### config.mk
export PLATFORM = sky130hd
export DESIGN_NAME = traffic_light_ctrl
export DESIGN_NICKNAME = d
export VERILOG_FILES = /design/src/rtl/traffic_pkg.sv /design/src/rtl/traffic_light_ctrl.sv
export SDC_FILE = /design/constraint.sdc
export NUM_CORES = 1
export LEC_CHECK = 0
export ABC_AREA = 0
export BUFFER_PORTS_ARGS = -buffer_cell sky130_fd_sc_hd__buf_4
export CORE_MARGIN = 8
export CORE_UTILIZATION = 53
export DETAILED_ROUTE_END_ITERATION = 6
export PLACE_DENSITY = 0.81
export SLEW_MARGIN = 20
export SYNTH_ARGS = -nofsm -noshare
export SYNTH_HDL_FRONTEND = slang
export SYNTH_SLANG_ARGS = --single-unit
### constraint.sdc
create_clock -name clk -period 2.3 [get_ports clk]
set_input_delay 0.46 -clock clk [delete_from_list [all_inputs] [get_ports clk]]
set_output_delay 0.46 -clock clk [all_outputs]
set_load 0.05 [all_outputs]
### src/rtl/traffic_pkg.sv
// rtl/traffic_pkg.sv - shared state encodings and lamp constants for the traffic light controller
package traffic_pkg;

   typedef enum logic [2:0] {
      NS_GREEN  = 3'd0,
      NS_YELLOW = 3'd1,
      ALLRED_A  = 3'd2,
      PED_WALK  = 3'd3,
      EW_GREEN  = 3'd4,
      EW_YELLOW = 3'd5,
      ALLRED_B  = 3'd6,
      FLASH     = 3'd7
   } state_t;

   // Lamp triplets are {R,Y,G}
   localparam logic [2:0] RED = 3'b100;
   localparam logic [2:0] YEL = 3'b010;
   localparam logic [2:0] GRN = 3'b001;
   localparam logic [2:0] OFF = 3'b000;

endpackage

### src/rtl/traffic_light_ctrl.sv
// rtl/traffic_light_ctrl.sv - Moore traffic light FSM with request latches and night flash mode
module traffic_light_ctrl (
   input  logic       clk,
   input  logic       rst,
   input  logic       done_pulse,
   input  logic       ew_sensor,
   input  logic       ped_req,
   input  logic       night_mode,
   output logic       timer_select,
   output logic [2:0] ns_light,
   output logic [2:0] ew_light,
   output logic       walk,
   output logic [2:0] state_dbg
);
   import traffic_pkg::*;

   state_t     state;
   state_t     next_state;
   logic       flash_phase;
   logic       next_phase;
   logic       ew_pend;
   logic       ped_pend;
   logic       ew_pend_next;
   logic       ped_pend_next;
   logic [2:0] ns_next;
   logic [2:0] ew_next;
   logic       walk_next;
   logic       tsel_next;

   always_comb begin
      next_state = state;
      next_phase = flash_phase;
      if (done_pulse) begin
         case (state)
            NS_GREEN:  next_state = (ew_pend || ped_pend || night_mode) ? NS_YELLOW : NS_GREEN;
            NS_YELLOW: next_state = ALLRED_A;
            ALLRED_A: begin
               if (night_mode)    next_state = FLASH;
               else if (ped_pend) next_state = PED_WALK;
               else if (ew_pend)  next_state = EW_GREEN;
               else               next_state = NS_GREEN;
            end
            PED_WALK:  next_state = ew_pend ? EW_GREEN : NS_GREEN;
            EW_GREEN:  next_state = EW_YELLOW;
            EW_YELLOW: next_state = ALLRED_B;
            ALLRED_B:  next_state = night_mode ? FLASH : NS_GREEN;
            FLASH: begin
               if (night_mode) begin
                  next_phase = ~flash_phase;
               end else begin
                  next_state = ALLRED_B;
                  next_phase = 1'b0;
               end
            end
            default:   next_state = NS_GREEN;
         endcase
      end
   end

   // Clearing on entry beats a same-cycle set; both latches stay empty throughout FLASH.
   always_comb begin
      ew_pend_next  = (ew_pend || (ew_sensor && state != EW_GREEN && state != FLASH))
                      && next_state != EW_GREEN && next_state != FLASH;
      ped_pend_next = (ped_pend || (ped_req && state != PED_WALK && state != FLASH))
                      && next_state != PED_WALK && next_state != FLASH;
   end

   always_comb begin
      ns_next   = RED;
      ew_next   = RED;
      walk_next = 1'b0;
      tsel_next = 1'b0;
      case (next_state)
         NS_GREEN: begin
            ns_next   = GRN;
            tsel_next = 1'b1;
         end
         NS_YELLOW: ns_next = YEL;
         PED_WALK: begin
            walk_next = 1'b1;
            tsel_next = 1'b1;
         end
         EW_GREEN: begin
            ew_next   = GRN;
            tsel_next = 1'b1;
         end
         EW_YELLOW: ew_next = YEL;
         FLASH: begin
            ns_next = next_phase ? OFF : YEL;
            ew_next = next_phase ? OFF : RED;
         end
         default: ;
      endcase
   end

   always_ff @(posedge clk or negedge rst) begin
      if (!rst) begin
         state        <= NS_GREEN;
         flash_phase  <= 1'b0;
         ew_pend      <= 1'b0;
         ped_pend     <= 1'b0;
         timer_select <= 1'b1;
         ns_light     <= GRN;
         ew_light     <= RED;
         walk         <= 1'b0;
         state_dbg    <= 3'd0;
      end else begin
         state        <= next_state;
         flash_phase  <= next_phase;
         ew_pend      <= ew_pend_next;
         ped_pend     <= ped_pend_next;
         timer_select <= tsel_next;
         ns_light     <= ns_next;
         ew_light     <= ew_next;
         walk         <= walk_next;
         state_dbg    <= next_state;
      end
   end

endmodule

Yosys cells after proc, flatten, opt, wreduce, memory -nomap -nowiden
Cells that the tools add are included.
Widths: inputs -> output; s select.
{"block": "word_totals", "in_bits": 6, "out_inout_bits": 11, "wordCells": 59, "reg_bits": 14}
{"block": "classes", "eq_ne": 18, "bitwise": 1, "mux": 17, "reduce_logical": 15}
{"operator": "$pmux 3 s8", "n": 1}
{"operator": "$eq 3x3->1 const B", "n": 7}
{"operator": "$mux 3", "n": 7}
{"operator": "$pmux 3 s3", "n": 2}
{"operator": "$ne 3x3->1 const B", "n": 4}
{"operator": "$eq 3x2->1 const B", "n": 3}
{"operator": "$logic_and 1x1->1", "n": 8}
{"operator": "$eq 3x1->1 const B", "n": 2}
{"operator": "$logic_not 3->1", "n": 2}
{"operator": "$mux 1", "n": 6}
{"operator": "$ne 3x2->1 const B", "n": 2}
{"operator": "$logic_or 1x1->1", "n": 4}
{"operator": "$reduce_or 3->1", "n": 1}
{"operator": "$mux 2", "n": 1}
{"operator": "$not 1->1", "n": 1}

Depth between registers and ports, before layout
Gate-level depths: netlist (run 1).
{"block": "logic_depth", "word_depth": 8, "mapped_depth": 7, "ltp_nobuf": 6}

Least setup slack after synthesis (run 1)
Ideal clock, no wire load.
{"block": "synth_path", "path_type": "reg2reg", "start": "reg state[1]", "end": "reg ns_light[2]", "required_ps": 2167, "setup_time_ps": 133, "path_stages_with_launch": 7, "arrival_ps": 1752, "path_slack_ps": 416, "period_less_slack_ps": 1884, "path_cell_list": "dfrtp_1 buf_4 nand2_2 a2111oi_4 nor3_4 or2_1 a21boi_2"}
{"block": "synth_between", "elab_chain_cells": 5, "word_cells_on_any_way": 15, "cone_classes": "9 x eq/ne; 4 x mux; 2 x reduce/logical"}
{"element": "start: declaration", "line": "traffic_light_ctrl.sv:17", "rtl": "state_t state;"}
{"element": "start signal: assignment", "line": "traffic_light_ctrl.sv:108", "rtl": "state <= next_state;"}
{"element": "$eq 3x3->1, or another cell as far along", "line": "traffic_light_ctrl.sv:34", "rtl": "case (state)"}
{"element": "$pmux 3 s8 (*)", "line": "traffic_light_ctrl.sv:34"}
{"element": "$mux 3 (*)", "line": "traffic_light_ctrl.sv:33", "rtl": "if (done_pulse) begin"}
{"element": "via next_state[2]", "line": "traffic_light_ctrl.sv:18", "rtl": "state_t next_state;"}
{"element": "$eq 3x3->1, or another cell as far along", "line": "traffic_light_ctrl.sv:73", "rtl": "case (next_state)"}
{"element": "$pmux 3 s3 (*)", "line": "traffic_light_ctrl.sv:73"}
{"element": "via ns_next[2]", "line": "traffic_light_ctrl.sv:25", "rtl": "logic [2:0] ns_next;"}
{"element": "end signal: assignment", "line": "traffic_light_ctrl.sv:113", "rtl": "ns_light <= ns_next;"}
{"element": "end: declaration", "line": "traffic_light_ctrl.sv:10", "rtl": "output logic [2:0] ns_light,"}
Mark *: on every way through the listed nets, which the timed path passes. The rest lies on a longest branch.

Worst setup path in the final report (run 1)
{"block": "layout_path", "start": "reg state[1]", "end": "reg ew_pend"}
{"block": "layout_between", "elab_chain_cells": 6, "word_cells_on_any_way": 20, "cone_classes": "11 x eq/ne; 3 x mux; 6 x reduce/logical"}
{"element": "$eq 3x3->1, or another cell as far along", "line": "traffic_light_ctrl.sv:34"}
{"element": "$pmux 3 s8 (*)", "line": "traffic_light_ctrl.sv:34"}
{"element": "$mux 3 (*)", "line": "traffic_light_ctrl.sv:33"}
{"element": "via next_state[0]", "line": "traffic_light_ctrl.sv:18"}
{"element": "$ne 3x3->1", "line": "traffic_light_ctrl.sv:63", "rtl": "&& next_state != EW_GREEN && next_state != FLASH;"}
{"element": "$logic_and 1x1->1", "line": "traffic_light_ctrl.sv:63"}
{"element": "$logic_and 1x1->1 (*)", "line": "traffic_light_ctrl.sv:63"}
{"element": "via ew_pend_next", "line": "traffic_light_ctrl.sv:23", "rtl": "logic ew_pend_next;"}
{"element": "end signal: assignment", "line": "traffic_light_ctrl.sv:110", "rtl": "ew_pend <= ew_pend_next;"}
{"element": "end: declaration", "line": "traffic_light_ctrl.sv:21", "rtl": "logic ew_pend;"}
Marks and branches as above.

==> results of run 1 <==
[through the flow]
stage,setup slack (ns),cells
after CTS,0.5855,95
after global routing,0.4330,95
after floorplan,0.4155,64
final,0.5547,95
after global placement,0.6252,91
after detailed placement,0.5946,91
[critical path, stage by stage (launching register included)]
cell and delay, ns:
dfrtp_1 0.56, o21ba_1 0.20, o311ai_1 0.26, and3_4 0.28, inv_4 0.06, xnor2_1 0.17
a21oi_1 0.09
[sequential cells by signal, summed over array words and instances, names as in the netlist]
register      count
ew_light          3
ew_pend           1
timer_select      1
ped_pend          1
ns_light          3
flash_phase       1
walk              1
state             3
[final cells by class]
type                       count  area [um2]  share of cell area
sequential                    14       354.1              0.4294
multi-input combinational     42       287.8              0.3490
timing repair buffer          16       120.1              0.1457
clock buffer                   4       26.28             0.03187
tap                           15       18.77             0.02276
inverter                       4       17.52             0.02124
[cells by family (layout without fill, tap and decap cells)]
family | count (synthesis) | count (layout) | synth area share
multiplexers | 1 | 1 | 0.01444
flip-flops | 14 | 14 | 0.5108
AND/OR/NAND/NOR | 25 | 25 | 0.2058
AO/OA/AOI/OAI | 14 | 14 | 0.1697
XOR/XNOR | 2 | 2 | 0.02528
buffers and inverters | 8 | 24 | 0.07401
[routing by layer]
| metal | track usage | wire length, um | vias to the layer above |
|---|---|---|---|
| met3 | 0.05413 | 126 | 0 |
| met5 | 0 | 0 | - |
| met2 | 0.1600 | 602 | 14 |
| met1 | 0.1254 | 576 | 251 |
| met4 | 0.01293 | 0 | 0 |
| li1 | - | - | 250 |
[cells in the mapped netlist, drive strengths merged, types with 2 or more instances]
master / count
nor3: 2
nand4: 2
dfstp: 3
o311ai: 2
dfrtp: 11
nand2: 7
o21ai: 2
a21oi: 6
xnor2: 2
nor2: 7
inv: 4
buf: 4
[worst min path at each step]
stage | to | cells past startpoint
3_3_place_gp | walk$_DFF_PN0_ | 1
3_5_place_dp | ns_light[2]$_DFF_PN0_ | 1
4_1_cts | ew_pend$_DFF_PN0_ | 1
2_1_floorplan | ew_light[0]$_DFF_PN0_ | 0
6_report | ew_pend$_DFF_PN0_ | 1
5_1_grt | ew_pend$_DFF_PN0_ | 1
==> impl_metrics.ini, run 1 <==
[place]
placed_cell_area_um2 = 798.3
place_congestion = 0.7893
placement.io_buffers = 16
dpl.hpwl_um = 971.9

[routing]
routed_wl_um = 1305
routed_via_count_divided_by_cell_count = 5.421
final_antenna_net_count = 0
dr.first_iter.drc_count = 21
num_vias = 515
route.detailed.wl_per_inst_um = 13.74
drt_pass1_iterations = 4
route.detailed.drc = 0

[sta]
final-hold-violation-count = 0
post-route-min-period_ns = 1.745
layout_worst_path_cycle_share = 0.7588
fin_hold_ws_ns = 0.01514
worst_clock_skew_ns = 0.01116
clock.fmax_mhz = 573.0
timing.setup.tns_ns = 0
slew_headroom = 0.7640
worst-slew-pin-transition_ns = 0.3514
rsz0062_at_grt = no
finalMaxSlewViolations = 0
finalSetupViolCount = 0

[yosys]
synth_cell_type_count = 31
synthesis.instances = 64
yosysWarnings = 0
syn-mean-instance-area_um2 = 10.83
postSynthRegisterBits = 14
synth_nets = 70
async_flop_share = 1.000
synth_seq_area_share = 0.5108
synth.top_cell.area_share = 0.3971
ys.flop_type = dfrtp_1
synth_enable_flop_cells = 0
post_synth_instance_area_um2 = 693.2
synth.largest_area_cell = dfrtp_1
synthTopCellsByArea = dfrtp_1 40%, dfstp_2 11%, a21oi_1 4.3%, a2111oi_4 4.0%, buf_4 3.2%

[floorplanning]
fp-row-count = 13
die-height_um = 52.17
io_pins = 17
starting_density = 0.5464
coreArea_um2 = 1269
fp.dieArea_um2 = 2721
die_x_um = 52.17

[final_layout]
flow.area_growth_from_synthesis_pct = 18.95
finish.instance_area_um2 = 824.5
most_frequent_cells_in_the_layout = 16 x buf_4, 11 x dfrtp_1, 6 x nand2_1, 6 x a21oi_1, 6 x nor2_1
final.fill_count = 106
layout.nets = 87
leading_cell_type_in_the_layout_fill_and_taps_excluded = buf_4
utilization = 0.6499
antenna_cells_inserted = 0
share_of_cells_above_drive_strength_1 = 0.4000

[cts]
cts_max_level = 1
cts_tree = yes
cts_resized = 0
cts_setup_buffers = 0
worst_skew_pair_later_pin_latency_ns = 0.27
cts_buffers = 3
clkSlewWorstSetupHoldPaths_ns = 0.08
cts_stage_hold_buffer_count = 0
clock_tree.buffer_depth = 2
tritoncts_num_sinks = 14
clock_tree.root_cell = clkbuf_4

[grt]
largest_net_degree_at_the_start_of_global_routing = 15
grt_first_pass_wirelength_um = 2152
groute.usage.overall = 0.1023
grt_overflow = 0
grt_antenna_before_repair = 0
via_count_of_the_first_global_routing_pass = 482

[setup_path]
r2r.worst_path.cells = 6
r2r-start = state[1]$_DFF_PN0_
worstSetupStartpointType = flip-flop
crit_arrival_ns = 1.89
endpoint_kind = flip-flop
rrSetupSlack_ns = 0.55
timing.critical_path.from = state[1]$_DFF_PN0_
required_ns = 2.44
cp_capture_point = ew_pend$_DFF_PN0_
crit_fanout = 10
reg2reg_to = ew_pend$_DFF_PN0_
critPathKind = flip-flop to flip-flop

[run]
max_cap_violations = 0

[status]
outcome = complete, no violations

[min_path]
timing.hold.worst.class = input port to asynchronous set/reset pin
Power of run 1 is not shown: default switching activity piles up to over one toggle a cycle in this logic, so the estimate is an artifact.
==> run 2: changes to the inputs <==
--- a/config.mk
+++ b/config.mk
@@ -5,12 +5,12 @@
 export SDC_FILE = /design/constraint.sdc
 export NUM_CORES = 1
 export LEC_CHECK = 0
-export ABC_AREA = 0
+export ABC_AREA = 1
 export BUFFER_PORTS_ARGS = -buffer_cell sky130_fd_sc_hd__buf_4
 export CORE_MARGIN = 8
-export CORE_UTILIZATION = 53
+export CORE_UTILIZATION = 45
 export DETAILED_ROUTE_END_ITERATION = 6
-export PLACE_DENSITY = 0.81
+export PLACE_DENSITY = 0.73
 export SLEW_MARGIN = 20
 export SYNTH_ARGS = -nofsm -noshare
 export SYNTH_HDL_FRONTEND = slang
==> constraint.sdc (replaced) <==
create_clock -name clk -period 1.6 [get_ports clk]
set_input_delay 0.32 -clock clk [delete_from_list [all_inputs] [get_ports clk]]
set_output_delay 0.32 -clock clk [all_outputs]
set_load 0.05 [all_outputs]
==> impl_metrics.ini, run 2 <==
[sta]
worst_clock_skew_ns = 0.0008507
post-route-worst-setup-slack_ns = 0.1604
post-route-min-period_ns = 1.440
layout_worst_path_cycle_share = 0.8997
slew_headroom = 0.7576
clock.fmax_mhz = 694.6
worst-slew-pin-transition_ns = 0.3598
timing.setup.tns_ns = 0
finalSetupViolCount = 0
finalMaxSlewViolations = 0
rsz0062_at_grt = no
final-hold-violation-count = 0

[setup_path]
critical_path.max_stage_delay_ns = 0.47
cp_capture_point = ew_pend$_DFF_PN0_
worstSetupStartpointType = flip-flop
r2r.worst_path.cells = 10
r2r-start = state[2]$_DFF_PN0_
crit_fanout = 9
crit_arrival_ns = 1.61
required_ns = 1.77
timing.critical_path.from = state[2]$_DFF_PN0_
crit_path_cell_trace = inv_2 -> nand2_1 -> nor2_1 -> nand2_1 -> nand3_1 -> nand2_1 -> nand2_4 -> inv_1 -> nor2_1 -> nor2_1
critPathKind = flip-flop to flip-flop
rrSetupSlack_ns = 0.16
reg2reg_to = ew_pend$_DFF_PN0_
critical-path-slowest-cell = dfrtp_2
endpoint_kind = flip-flop

[grt]
via_count_of_the_first_global_routing_pass = 611
grt_antenna_before_repair = 0
grt_overflow = 0
grt_first_pass_wirelength_um = 2525
groute.usage.overall = 0.09950
largest_net_degree_at_the_start_of_global_routing = 15

[floorplanning]
coreArea_um2 = 1506
die_x_um = 56.23
starting_density = 0.4834
fp.dieArea_um2 = 3161
die-height_um = 56.23
fp-row-count = 14
io_pins = 17

[yosys]
yosysWarnings = 0
synthesis.instances = 88
ys.flop_type = dfrtp_1
yosys.cell_count.top_type = nand2_1
synth_enable_flop_cells = 0
synth.largest_area_cell = dfrtp_1
postSynthRegisterBits = 14
synthTopCellsByCount = 21 x nand2_1, 14 x nor2_1, 11 x dfrtp_1, 10 x inv_1, 8 x nand3_1
post_synth_instance_area_um2 = 728.2
synthTopCellsByArea = dfrtp_1 38%, dfstp_2 11%, nand2_1 11%, nor2_1 7.2%, nand3_1 5.5%
synth_seq_area_share = 0.4863
synth.top_cell.area_share = 0.3780
syn-mean-instance-area_um2 = 8.275
synth_cell_type_count = 21
async_flop_share = 1.000
synth_nets = 94

[routing]
num_vias = 631
dr.first_iter.drc_count = 12
route.detailed.wl_per_inst_um = 11.96
final_antenna_net_count = 0
routed_wl_um = 1495
routed_via_count_divided_by_cell_count = 5.048
route.detailed.drc = 0
drt_pass1_iterations = 4

[final_layout]
most_frequent_cells_in_the_layout = 21 x nand2_1, 16 x buf_4, 14 x nor2_1, 10 x inv_1
layout.nets = 116
biggestRegsByFlops = ew_light x3, ns_light x3, state x3
antenna_cells_inserted = 0
leading_cell_type_in_the_layout_fill_and_taps_excluded = nand2_1
flow.area_growth_from_synthesis_pct = 26.12
share_of_cells_above_drive_strength_1 = 0.3486

[place]
placement.io_buffers = 16
place_congestion = 0.8820
dpl.hpwl_um = 1190
place_ws_ns = 0.1656

[status]
outcome = complete, no violations

[cts]
cts_tree = yes
cts_buffers = 3
worst_skew_pair_later_pin_latency_ns = 0.28
tritoncts_num_sinks = 14
clock_tree.root_cell = clkbuf_4
clock_tree.buffer_depth = 2
cts_max_level = 1
clkSlewWorstSetupHoldPaths_ns = 0.08

[min_path]
worst_hold_path_cell_count = 3
timing.hold.worst.class = input port to flip-flop
min_from = ped_req

[run]
max_cap_violations = 0
==> run 2: changes by cell type after synthesis, sizes merged, moves of 4 or more <==
cell,change
inv,+9
nand3,+8
a21oi,-5
nand2,+18
nor2,+9
buf,-4
==> run 2: metrics by stage <==
stage | hold WS (ns) | utilization | cell area (um2) | instances
2_1_floorplan | 0.02441 | - | 730.7 | 88
3_3_place_gp | 0.1742 | 0.5781 | 870.8 | 120
3_5_place_dp | 0.1760 | 0.5781 | 870.8 | 120
4_1_cts | 0.2982 | 0.6088 | 917.1 | 125
5_1_grt | 0.3131 | 0.6096 | 918.4 | 125
6_report | 0.2994 | 0.6096 | 918.4 | 125
==> run 2: worst min-delay path by stage <==
stage	endpoint
after global placement	walk$_DFF_PN0_
final	ped_pend$_DFF_PN0_
after detailed placement	ew_light[1]$_DFF_PN0_
after global routing	ped_pend$_DFF_PN0_
after floorplan	ew_light[0]$_DFF_PN0_
after CTS	ped_pend$_DFF_PN0_
==> run 2: kinds of logic (layout without fill, tap and decap cells) <==
logic type / after synthesis / count (layout) / synth area share
simple gates: 54 / 54 / 0.3763
buf+inv: 13 / 34 / 0.07046
flops: 14 / 14 / 0.4863
compound gates: 7 / 7 / 0.06700
==> run 2: critical path: cells and delay by family, from the launching register on <==
family / cells / cell delay, ns
buffers and inverters: 2 / 0.16
DFF: 1 / 0.47
and+or+nand+nor: 8 / 0.69
==> run 2: final cells by class <==
class,instances,area [um2]
clock buffer,4,36.28
tap,16,20.02
fill,147,588.1
sequential,14,357.8
multi-input combinational,61,322.8
inverter,13,51.30
timing repair buffer,17,130.1
==> run 2: metal layers <==
layer	vias up	track usage	share of wire
met5	-	0	0
met4	0	0.06186	0.020
met3	4	0.03881	0.071
met2	20	0.1696	0.49
met1	288	0.09804	0.42
li1	319	-	-
==> run 2: what timing repair did <==
action	in CTS	in global routing
resized for setup	0	1
hold buffers	1	0
endpoints found under the hold margin	11	0
buffers inserted	0	0
endpoints found under the setup margin	0	2
Power of run 2 is left out for the same reason.
==> run 3: changes to the inputs <==
--- a/config.mk
+++ b/config.mk
@@ -10,7 +10,8 @@
 export CORE_MARGIN = 8
 export CORE_UTILIZATION = 45
 export DETAILED_ROUTE_END_ITERATION = 6
-export PLACE_DENSITY = 0.73
+export PLACE_DENSITY = 0.71
+export SETUP_SLACK_MARGIN = 0.5
 export SLEW_MARGIN = 20
 export SYNTH_ARGS = -nofsm -noshare
 export SYNTH_HDL_FRONTEND = slang
==> impl_metrics.ini, run 3 (synthesis gave the netlist of run 2 again) <==
[grt]
largest_net_degree_at_the_start_of_global_routing = 15
grt_antenna_before_repair = 0
grt_first_pass_wirelength_um = 2842
grt_overflow = 0
via_count_of_the_first_global_routing_pass = 645
groute.usage.overall = 0.1093

[routing]
drt_pass1_iterations = 4
routed_via_count_divided_by_cell_count = 5.091
num_vias = 672
dr.first_iter.drc_count = 17
routed_wl_um = 1712
final_antenna_net_count = 0
route.detailed.drc = 0
route.detailed.wl_per_inst_um = 12.97

[final_layout]
share_of_cells_above_drive_strength_1 = 0.4914
antenna_cells_inserted = 0
layout.nets = 123
biggestRegsByFlops = ew_light x3, ns_light x3, state x3
flow.area_growth_from_synthesis_pct = 45.02
most_frequent_cells_in_the_layout = 17 x nand2_1, 13 x buf_4, 12 x nor2_1, 8 x dfrtp_1
leading_cell_type_in_the_layout_fill_and_taps_excluded = nand2_1
final.fill_count = 114
multiInputGateArea_um2 = 366.6
sequential_cell_area_um2 = 357.8

[cts]
clock_tree.buffer_depth = 2
cts_max_level = 1
tritoncts_num_sinks = 14
cts_buffers = 3
clkSlewWorstSetupHoldPaths_ns = 0.08
worst_skew_pair_later_pin_latency_ns = 0.27
clock_tree.root_cell = clkbuf_4
cts_tree = yes

[floorplanning]
io_pins = 17
die_x_um = 56.23
coreArea_um2 = 1506
fp-row-count = 14
die-height_um = 56.23
starting_density = 0.4834
fp.dieArea_um2 = 3161

[setup_path]
crit_fanout = 8
worstSetupStartpointType = flip-flop
crit_arrival_ns = 1.05
critPathKind = flip-flop to primary output
required_ns = 1.28
endpoint_kind = primary output

[sta]
clock.fmax_mhz = 729.1
finalSetupViolCount = 0
rsz0062_at_grt = yes
post-route-min-period_ns = 1.372
final-hold-violation-count = 0
layout_worst_path_cycle_share = 0.8572
slew_headroom = 0.8368
worst_clock_skew_ns = 0.005708
finalMaxSlewViolations = 0
worst-slew-pin-transition_ns = 0.2442
timing.setup.tns_ns = 0

[min_path]
timing.hold.worst.class = input port to flip-flop

[status]
outcome = complete, no violations

[place]
dpl.hpwl_um = 1225
place_congestion = 0.8523
placement.io_buffers = 16

[run]
max_cap_violations = 0
run 3: timing repair:
item                                    CTS  global route
buffers inserted                          4             3
pin swaps                                 5             8
hold buffers                              1             0
endpoints found under the setup margin   24            25
resized for setup                        17            10
hold endpoints to repair                 11             0
run 3: final timing paths:
kind	end	start	slack, ns	cells after the start
max in group asynchronous	ns_light[0]$_DFF_PN1_	rst	0.94	2
max	state_dbg[1]	state[1]$_DFF_PN0_	0.23	2
min	ped_pend$_DFF_PN0_	ped_req	0.30	3
max reg2reg	ew_light[2]$_DFF_PN1_	state[2]$_DFF_PN0_	0.24	7
min reg2reg	ped_pend$_DFF_PN0_	ped_pend$_DFF_PN0_	0.53	2
min in group asynchronous	ew_pend$_DFF_PN0_	rst	0.42	2
run 3: layout make-up:
| cell class | count | share of cell area |
|---|---|---|
| Timing Repair Buffer | 24 | 0.2192 |
| Tap cell | 16 | 0.01896 |
| Sequential cell | 14 | 0.3389 |
| Clock buffer | 4 | 0.02488 |
| Inverter | 13 | 0.05095 |
| Multi-Input combinational cell | 61 | 0.3472 |
run 3: through the flow:
step / instances / util / hold slack (ns) / instance area (um2) / setup slack (ns)
2_1_floorplan: 88 / - / 0.02441 / 744.5 / 0.1922
3_3_place_gp: 120 / 0.5872 / 0.1738 / 884.6 / 0.2211
3_5_place_dp: 120 / 0.5872 / 0.1763 / 884.6 / 0.2212
4_1_cts: 129 / 0.6686 / 0.2924 / 1007 / 0.2495
5_1_grt: 132 / 0.7010 / 0.2989 / 1056 / 0.1399
6_report: 132 / 0.7010 / 0.3020 / 1056 / 0.2285
run 3: worst max-delay path: stages (launching register included):
cell and delay [ns]:
dfrtp_2 0.48, buf_4 0.16, buf_6 0.14
run 3: layer usage:
metal  vias up  global-route usage  wire, um
li1        331                   -         -
met1       319              0.1222       707
met2        18              0.1791       871
met3         4             0.03881       109
met4         0             0.05155        24
met5         -                   0         0
Power of run 3 is left out for the same reason.
